`src/rtl/lsu_align.sv`:
```
// lsu_align: load/store alignment unit. Takes one right-aligned load/store
// request, issues a single lane-positioned memory access, then returns the
// extended load data (or an error pulse for misaligned/oversized requests).
module lsu_align #(
  parameter int DATA_W = 32,
  parameter int ADDR_W = 32
) (
  input  logic                  clk,
  input  logic                  reset,
  input  logic                  req_valid,
  output logic                  req_ready,
  input  logic                  req_we,
  input  logic [1:0]            req_size,
  input  logic                  req_sign,
  input  logic [ADDR_W-1:0]     req_addr,
  input  logic [DATA_W-1:0]     req_wdata,
  output logic                  mem_req,
  output logic                  mem_we,
  output logic [ADDR_W-1:0]     mem_addr,
  output logic [DATA_W/8-1:0]   mem_be,
  output logic [DATA_W-1:0]     mem_wdata,
  input  logic                  mem_ack,
  input  logic [DATA_W-1:0]     mem_rdata,
  output logic                  rsp_valid,
  output logic [DATA_W-1:0]     rsp_data,
  output logic                  rsp_err
);
  localparam int NB = DATA_W / 8;
  localparam int OB = $clog2(NB);

  localparam logic [1:0] S_IDLE = 2'd0;
  localparam logic [1:0] S_MEM  = 2'd1;
  localparam logic [1:0] S_RSP  = 2'd2;
  localparam logic [1:0] S_ERR  = 2'd3;

  logic [1:0]        r_state;
  logic              r_we;
  logic [1:0]        r_size;
  logic              r_sign;
  logic [ADDR_W-1:0] r_addr;
  logic [DATA_W-1:0] r_wdata;
  logic [DATA_W-1:0] r_rdata;

  int                w_req_bytes;
  int                w_req_off;
  logic              w_req_err;
  int                w_bytes;
  int                w_off;
  logic [NB-1:0]     w_be;
  logic [DATA_W-1:0] w_wmask;
  logic [DATA_W-1:0] w_wd;
  logic [DATA_W-1:0] w_sh;
  logic              w_top;
  logic [DATA_W-1:0] w_ext;
  logic              w_mem;

  // Legality of the incoming request: size must fit the bus and the
  // offset must be naturally aligned to the access size.
  always_comb begin
    w_req_bytes = 1 << req_size;
    w_req_off   = int'(req_addr[OB-1:0]);
    w_req_err   = (w_req_bytes > NB) || ((w_req_off & (w_req_bytes - 1)) != 0);
  end

  // Lane steering for the captured request: byte enables, store data
  // placement and load field extraction with sign/zero extension.
  always_comb begin
    w_bytes = 1 << r_size;
    w_off   = int'(r_addr[OB-1:0]);
    for (int i = 0; i < NB; i++) begin
      w_be[i]            = (i >= w_off) && (i < w_off + w_bytes);
      w_wmask[8*i +: 8]  = (i < w_bytes) ? 8'hFF : 8'h00;
    end
    w_wd = (r_wdata & w_wmask) << (8 * w_off);
    w_sh = mem_rdata >> (8 * w_off);
    case (r_size)
      2'd0:    w_top = w_sh[7];
      2'd1:    w_top = w_sh[15];
      2'd2:    w_top = w_sh[31];
      default: w_top = w_sh[DATA_W-1];
    endcase
    for (int i = 0; i < DATA_W; i++)
      w_ext[i] = (i < 8 * w_bytes) ? w_sh[i] : (r_sign & w_top);
  end

  // Outputs are decoded from state so reset clears them immediately.
  assign w_mem     = (r_state == S_MEM);
  assign req_ready = (r_state == S_IDLE);
  assign mem_req   = w_mem;
  assign mem_we    = w_mem & r_we;
  assign mem_addr  = w_mem ? {r_addr[ADDR_W-1:OB], {OB{1'b0}}} : '0;
  assign mem_be    = w_mem ? w_be : '0;
  assign mem_wdata = (w_mem && r_we) ? w_wd : '0;
  assign rsp_valid = (r_state == S_RSP) || (r_state == S_ERR);
  assign rsp_err   = (r_state == S_ERR);
  assign rsp_data  = (r_state == S_RSP) ? r_rdata : '0;

  // Control FSM: accept in IDLE, hold the access until ack, one-cycle response.
  always_ff @(posedge clk or posedge reset) begin
    if (reset) begin
      r_state <= S_IDLE;
      r_we    <= 1'b0;
      r_size  <= 2'd0;
      r_sign  <= 1'b0;
      r_addr  <= '0;
      r_wdata <= '0;
      r_rdata <= '0;
    end else begin
      case (r_state)
        S_IDLE: if (req_valid) begin
          r_we    <= req_we;
          r_size  <= req_size;
          r_sign  <= req_sign;
          r_addr  <= req_addr;
          r_wdata <= req_wdata;
          r_state <= w_req_err ? S_ERR : S_MEM;
        end
        S_MEM: if (mem_ack) begin
          r_rdata <= r_we ? '0 : w_ext;
          r_state <= S_RSP;
        end
        default: r_state <= S_IDLE;
      endcase
    end
  end
endmodule

```
`config.mk`:
```
export PLATFORM = sky130hd
export DESIGN_NAME = lsu_align
export DESIGN_NICKNAME = d
export VERILOG_FILES = /design/src/rtl/lsu_align.sv
export SDC_FILE = /design/constraint.sdc
export NUM_CORES = 1
export LEC_CHECK = 0
export CELL_PAD_IN_SITES_DETAIL_PLACEMENT = 2
export CELL_PAD_IN_SITES_GLOBAL_PLACEMENT = 2
export CORE_AREA = 3 3 164 166
export DETAILED_ROUTE_END_ITERATION = 8
export DIE_AREA = 0 0 167 169
export PLACE_DENSITY = 0.71
export SLEW_MARGIN = 20
export SYNTH_ARGS = -nofsm -noshare
export SYNTH_HDL_FRONTEND = slang
export SYNTH_SLANG_ARGS = --single-unit
export TNS_END_PERCENT = 20
```
`constraint.sdc`:
```
create_clock -name clk -period 3.3 [get_ports clk]
set_input_delay 0.66 -clock clk [delete_from_list [all_inputs] [get_ports clk]]
set_output_delay 0.66 -clock clk [all_outputs]
set_load 0.005 [all_outputs]
```
# Word level (Yosys, flattened, before mapping)
# Index checks and enable logic that the tools add are counted.
[word_totals]
regBits = 102
output_inout_bits = 105
wordCells = 125
[op_classes]
addsub = 2
n_lt_le_gt_ge = 44
eq_ne = 6
shift = 4
n_mux = 46
bitwise = 4
n_reduce_logical = 12
[op_table]
columns = ["operator", "count"]
rows = [
  ["$lt A6 B32 Y1 const A", 16],
  ["$lt A5 B32 Y1 const A", 8],
  ["$lt A3 B32 Y1 const A", 6],
  ["$lt A4 B32 Y1 const A", 4],
  ["$mux W32", 4],
  ["$lt A1 B32 Y1 const A", 3],
  ["$lt A2 B32 Y1 const A", 3],
  ["$shl A1 B2 Y32 const A", 2],
  ["$add A3 B32 Y32", 1],
  ["$and A3 B32 Y32", 1],
  ["$and A32 B32 Y32", 1],
  ["$gt A32 B4 Y1 const B", 1],
  ["$mux W1", 32],
  ["$mux W8", 4],
  ["$reduce_bool A32 Y1", 1],
  ["$shl A32 B5 Y32", 1],
  ["$shr A32 B5 Y32", 1],
  ["$sub A32 B2 Y32 const B", 1],
  ["$mux W2", 3],
  ["$reduce_and A2 Y1", 3],
  ["$eq A2 B1 Y1 const B", 2],
  ["$eq A2 B2 Y1 const B", 2],
  ["$ge A1 B2 Y1 const A", 2],
  ["$logic_and A1 B1 Y1", 4],
  ["other kinds (8)", 12],
]

# Longest topological paths before layout
[logic_depth]
ltp_word = 8
ltp_mapped = 10

# Worst setup path after synthesis
# No wires, ideal clock.
[synth_path]
path_kind = "register -> output"
startpoint = "register r_size[1]"
endpoint = "output mem_be[2]"
arrival_time_ns = 2.001
required_time_ns = 2.640
setup_slack_ns = 0.639
stages_incl_launch_ff = 9
path_buffers = 1
cell_sequence = "dfrtp_1 > clkbuf_1 > or2_2 > clkinv_1 > ha_1 > inv_1 > fa_1 > nand2b_1 > a221oi_1"
[synth_via]
elab_chain_len = 5
[synth_rtl]
columns = ["item", "line", "source"]
rows = [
  ["start: declaration", "38", "logic [1:0] r_size;"],
  ["start signal: assignment", "112", "r_size <= req_size;"],
  ["$shl A1 B2 Y32", "68", "w_bytes = 1 << r_size;"],
  ["$add A3 B32 Y32", "71", "w_be[i] = (i >= w_off) && (i < w_off + w_bytes);"],
  ["$lt A3 B32 Y1", "71", ""],
  ["$logic_and A1 B1 Y1", "71", ""],
  ["$mux W4", "92", "assign mem_be = w_mem ? w_be : '0;"],
  ["end: declaration", "20", "output logic [DATA_W/8-1:0] mem_be,"],
]
# Every way passes these cells.

# Final worst setup path
[layout_path]
startpoint = "register r_size[1]"
endpoint = "output mem_be[1]"
[layout_via]
elab_chain_len = 5
[layout_rtl]
columns = ["item", "line"]
rows = [
  ["$shl A1 B2 Y32", "68"],
  ["$add A3 B32 Y32", "71"],
  ["$lt A2 B32 Y1", "71"],
  ["$logic_and A1 B1 Y1", "71"],
  ["$mux W4", "92"],
]
# Every way passes these cells.

==> run_results.csv <==
group,metric,value,unit
clock_network,clk_path_buf_depth,2,
critical_path,cp_num_buf_inv,4,
die,core,0.0258,mm2
grt,grt_pass1_wl,36000,um
final_layout,nNetsFinal,977,
job,max_cap_viol_count,0,
worst_hold_path,holdCritStartpoint,"r_addr[15]$_DFFE_PP0P_",
critical_path,crit_type,"reg -> out",
logic_synthesis,synth_edf_count,0,
placement,place_ws,0.110,ns
route,drc,0,
power,clkPwrFrac,0.162,
logic_synthesis,synth_ff_type,"dfrtp_1",
power,p_switching,0.00279,W
grt,top_usage_layer,"met2",
logic_synthesis,yosysMostFrequentCell,"nand2_1",
critical_path,cp_max_fo,3,
die,die_y,169,um
critical_path,cp_top_family,"adder cells",
die,rows,59,
critical_path,r2r_cells,6,
critical_path,slowest_stage,"dfrtp_1",
route,wl,22800,um
sta,finalSetupViolCount,0,
critical_path,r2r_slack,0.97,ns
critical_path,r2r_start,"r_addr[1]$_DFFE_PP0P_",
die,io_pins,209,
final_layout,register_area,0.00255,mm2
logic_synthesis,synth_seq_cells,102,
grt,antenna_found_initial,4,
die,fp.dieArea,0.0282,mm2
logic_synthesis,synthTopCellsByCount,"nand2_1, dfrtp_1, and2_1, nor2_1, clkbuf_1",
placement,place_hpwl,16600,um
route,ant_nets,0,
sta,slew_headroom,0.577,
critical_path,crit_required,2.64,ns
route,drt_iter0_drc,226,
logic_synthesis,ys_top_cells_by_area,"dfrtp_1, nand2_1, and2_1",
clock_network,clk_latency,0.36,ns
power,peakVddDrop,301,uV
sta,fin_ws,0.189,ns
grt,grt_pass1_vias,6119,
placement,numPortBuffers,206,
clock_network,clkTransAtPathRegs,0.08,ns
grt,grt.met2_usage,0.278,
route,dr_total_vias,5507,
logic_synthesis,synth_seq_area_share,0.457,
sta,tightest_slew,0.635,ns
critical_path,cp-end-kind,"output pin",
logic_synthesis,yosysTopAreaCell,"dfrtp_1",
clock_network,clock_sinks,102,
clock_network,htreeDepth,3,
critical_path,arrival,2.45,ns
power,swShare,0.417,
worst_hold_path,hold_path_depth,2,
grt,met1_usage,0.196,
power,power_density,803,mW/mm2
critical_path,crit_top_cell,"inv_1",
logic_synthesis,ys_types,44,
logic_synthesis,yosys.area.top_type_share,0.457,
final_layout,syn2layout_area_growth,49.2,%
sta,drv_slew,0,
sta,hold_viol,0,
route,wire_per_inst,18.8,um
logic_synthesis,syn_inst,683,
placement,gp_congestion,0.801,
logic_synthesis,syn-cell-area,0.00559,mm2
final_layout,drive_gt1_frac,0.0571,
worst_hold_path,min_to,"r_addr[15]$_DFFE_PP0P_",
final_layout,fill_cells,2948,
logic_synthesis,avgSynthCellArea,8.18,um2
critical_path,critPathMaxStageDelay,0.40,ns
worst_hold_path,min_path_type,"reg -> reg",
grt,grt_max_degree,103,
sta,period_share,0.943,
logic_synthesis,synth-warning-count,0,
power,pwr-share-seq,0.328,
power,power_leakage,3.77,nW
power,p_comb_frac,0.510,
clock_network,cts_tree,"done",
sta,fin_worst_skew,0.0110,ns
route,dr.pass1.iters,4,
die,initial_utilization,0.217,
grt,grt-ovfl-total,0,
sta,rsz0062_at_grt,"false",
power,internal_power,0.00390,W
clock_network,numCtsBuffers,9,
logic_synthesis,synth-async-reset-ratio,1.00,
critical_path,path_cells,"or2_2 > clkinv_1 > ha_1 > inv_1 > fa_1 > inv_1 > o21ai_1 > a211oi_1 > dlygate4sd2_1",
grt,grtUsageTotal,0.162,
die,die_w,167,um
final_layout,multiInputGateArea,0.00279,mm2
route,via_per_inst,4.55,
sta,holdWs,0.473,ns
sta,fin_crit,3.11,ns
critical_path,start_kind,"flop",
grt,met3_usage,0.0640,
status,run_status,"complete, no violations",
clock_network,clock-root-buffer,"clkbuf_16",
critical_path,r2r_end,"r_rdata[16]$_DFFE_PP0P_",
placement,dp_cells,1194,
clock_network,cts_hold_buf,0,
sta,max_freq,321,MHz
final_layout,layout.cells.non_filler,1211,
==> sequential cells by signal, indices dropped and copies added, names as in the netlist <==
register	count
r_addr	32
r_rdata	32
r_wdata	32
r_size	2
r_state	2
r_sign	1
r_we	1
==> worst max path at each step <==
stage / start / to / slack [ns] / cells after the start
6_report: r_size[1]$_DFFE_PP0P_ / mem_be[1] / 0.19 / 9
5_1_grt: r_size[0]$_DFFE_PP0P_ / mem_be[1] / 0.02 / 9
4_1_cts: r_size[1]$_DFFE_PP0P_ / mem_be[3] / -0.003 / 9
3_5_place_dp: r_size[0]$_DFFE_PP0P_ / mem_be[2] / 0.11 / 8
3_3_place_gp: r_size[0]$_DFFE_PP0P_ / mem_be[2] / 0.20 / 8
2_1_floorplan: r_size[1]$_DFFE_PP0P_ / mem_be[2] / 0.64 / 8
==> through the flow <==
step | cell area [um2] | utilization | total power (W) | TNS, ns
final | 8330 | 0.323 | 0.00669 | 0
after global routing | 8330 | 0.323 | 0.00734 | 0
after CTS | 8320 | 0.323 | 0.00683 | -0.00314
after detailed placement | 8030 | 0.312 | 0.00570 | 0
after global placement | 8030 | 0.312 | 0.00559 | 0
after floorplan | 5590 | - | 0.00412 | 0
==> worst reg2reg max path: cells and delay by family (launching register included) <==
kind | cells | cell delay, ns
flops | 1 | 0.37
buf+inv | 2 | 0.63
simple gates | 1 | 0.19
compound gates | 2 | 0.39
mux | 1 | 0.62
==> logic make-up (layout without fill, tap and decap cells) <==
| family | after synthesis | count (layout) | synth area share |
|---|---|---|---|
| AND/OR/NAND/NOR | 386 | 386 | 0.309 |
| flip-flops | 102 | 102 | 0.457 |
| buffers and inverters | 58 | 249 | 0.0468 |
| AO/OA/AOI/OAI | 107 | 107 | 0.130 |
| multiplexers | 26 | 26 | 0.0488 |
| adder cells (fa/ha/maj) | 3 | 3 | 0.00806 |
| other | 1 | 3 | 0.000671 |
==> routing by layer <==
layer,vias to the layer above,wire length [um]
li1,2601,-
met1,2717,9660
met2,159,11100
met3,22,1880
met4,8,184
met5,-,44
==> area by class of cell <==
type / count / share of cell area
clock inverter: 5 / 0.00526
antenna: 1 / 0.000300
multi-input combinational: 524 / 0.335
timing repair buffer: 225 / 0.269
inverter: 8 / 0.00405
tap: 335 / 0.0503
sequential: 102 / 0.307
clock buffer: 11 / 0.0291
==> placed cells by master (no fill, tap or decap), types with 9 or more instances in the layout <==
master	instances
nor2b_1	16
a21oi_1	25
o21ai_0	24
nand2_1	244
and2_1	71
clkbuf_16	9
clkdlybuf4s50_1	203
buf_4	15
nor2_1	35
dfrtp_1	100
a211oi_1	17
mux2i_1	25
==> what timing repair did <==
action | 4_1_cts | 5_1_grt
hold endpoints to repair | 0 | 0
buffers inserted | 0 | 0
endpoints found under the setup margin | 3 | 15
gates resized for setup | 3 | 10
pin swaps | 0 | 1
==> power by group through the flow <==
stage	sequential, W	combinational, W	clock [W]
detailed placement	0.00223	0.00347	0
finish	0.00219	0.00341	0.00109
floorplan	0.00207	0.00205	0
global placement	0.00220	0.00339	0
global route	0.00228	0.00387	0.00119
CTS	0.00221	0.00349	0.00113
(Power assumes the default switching activity.)
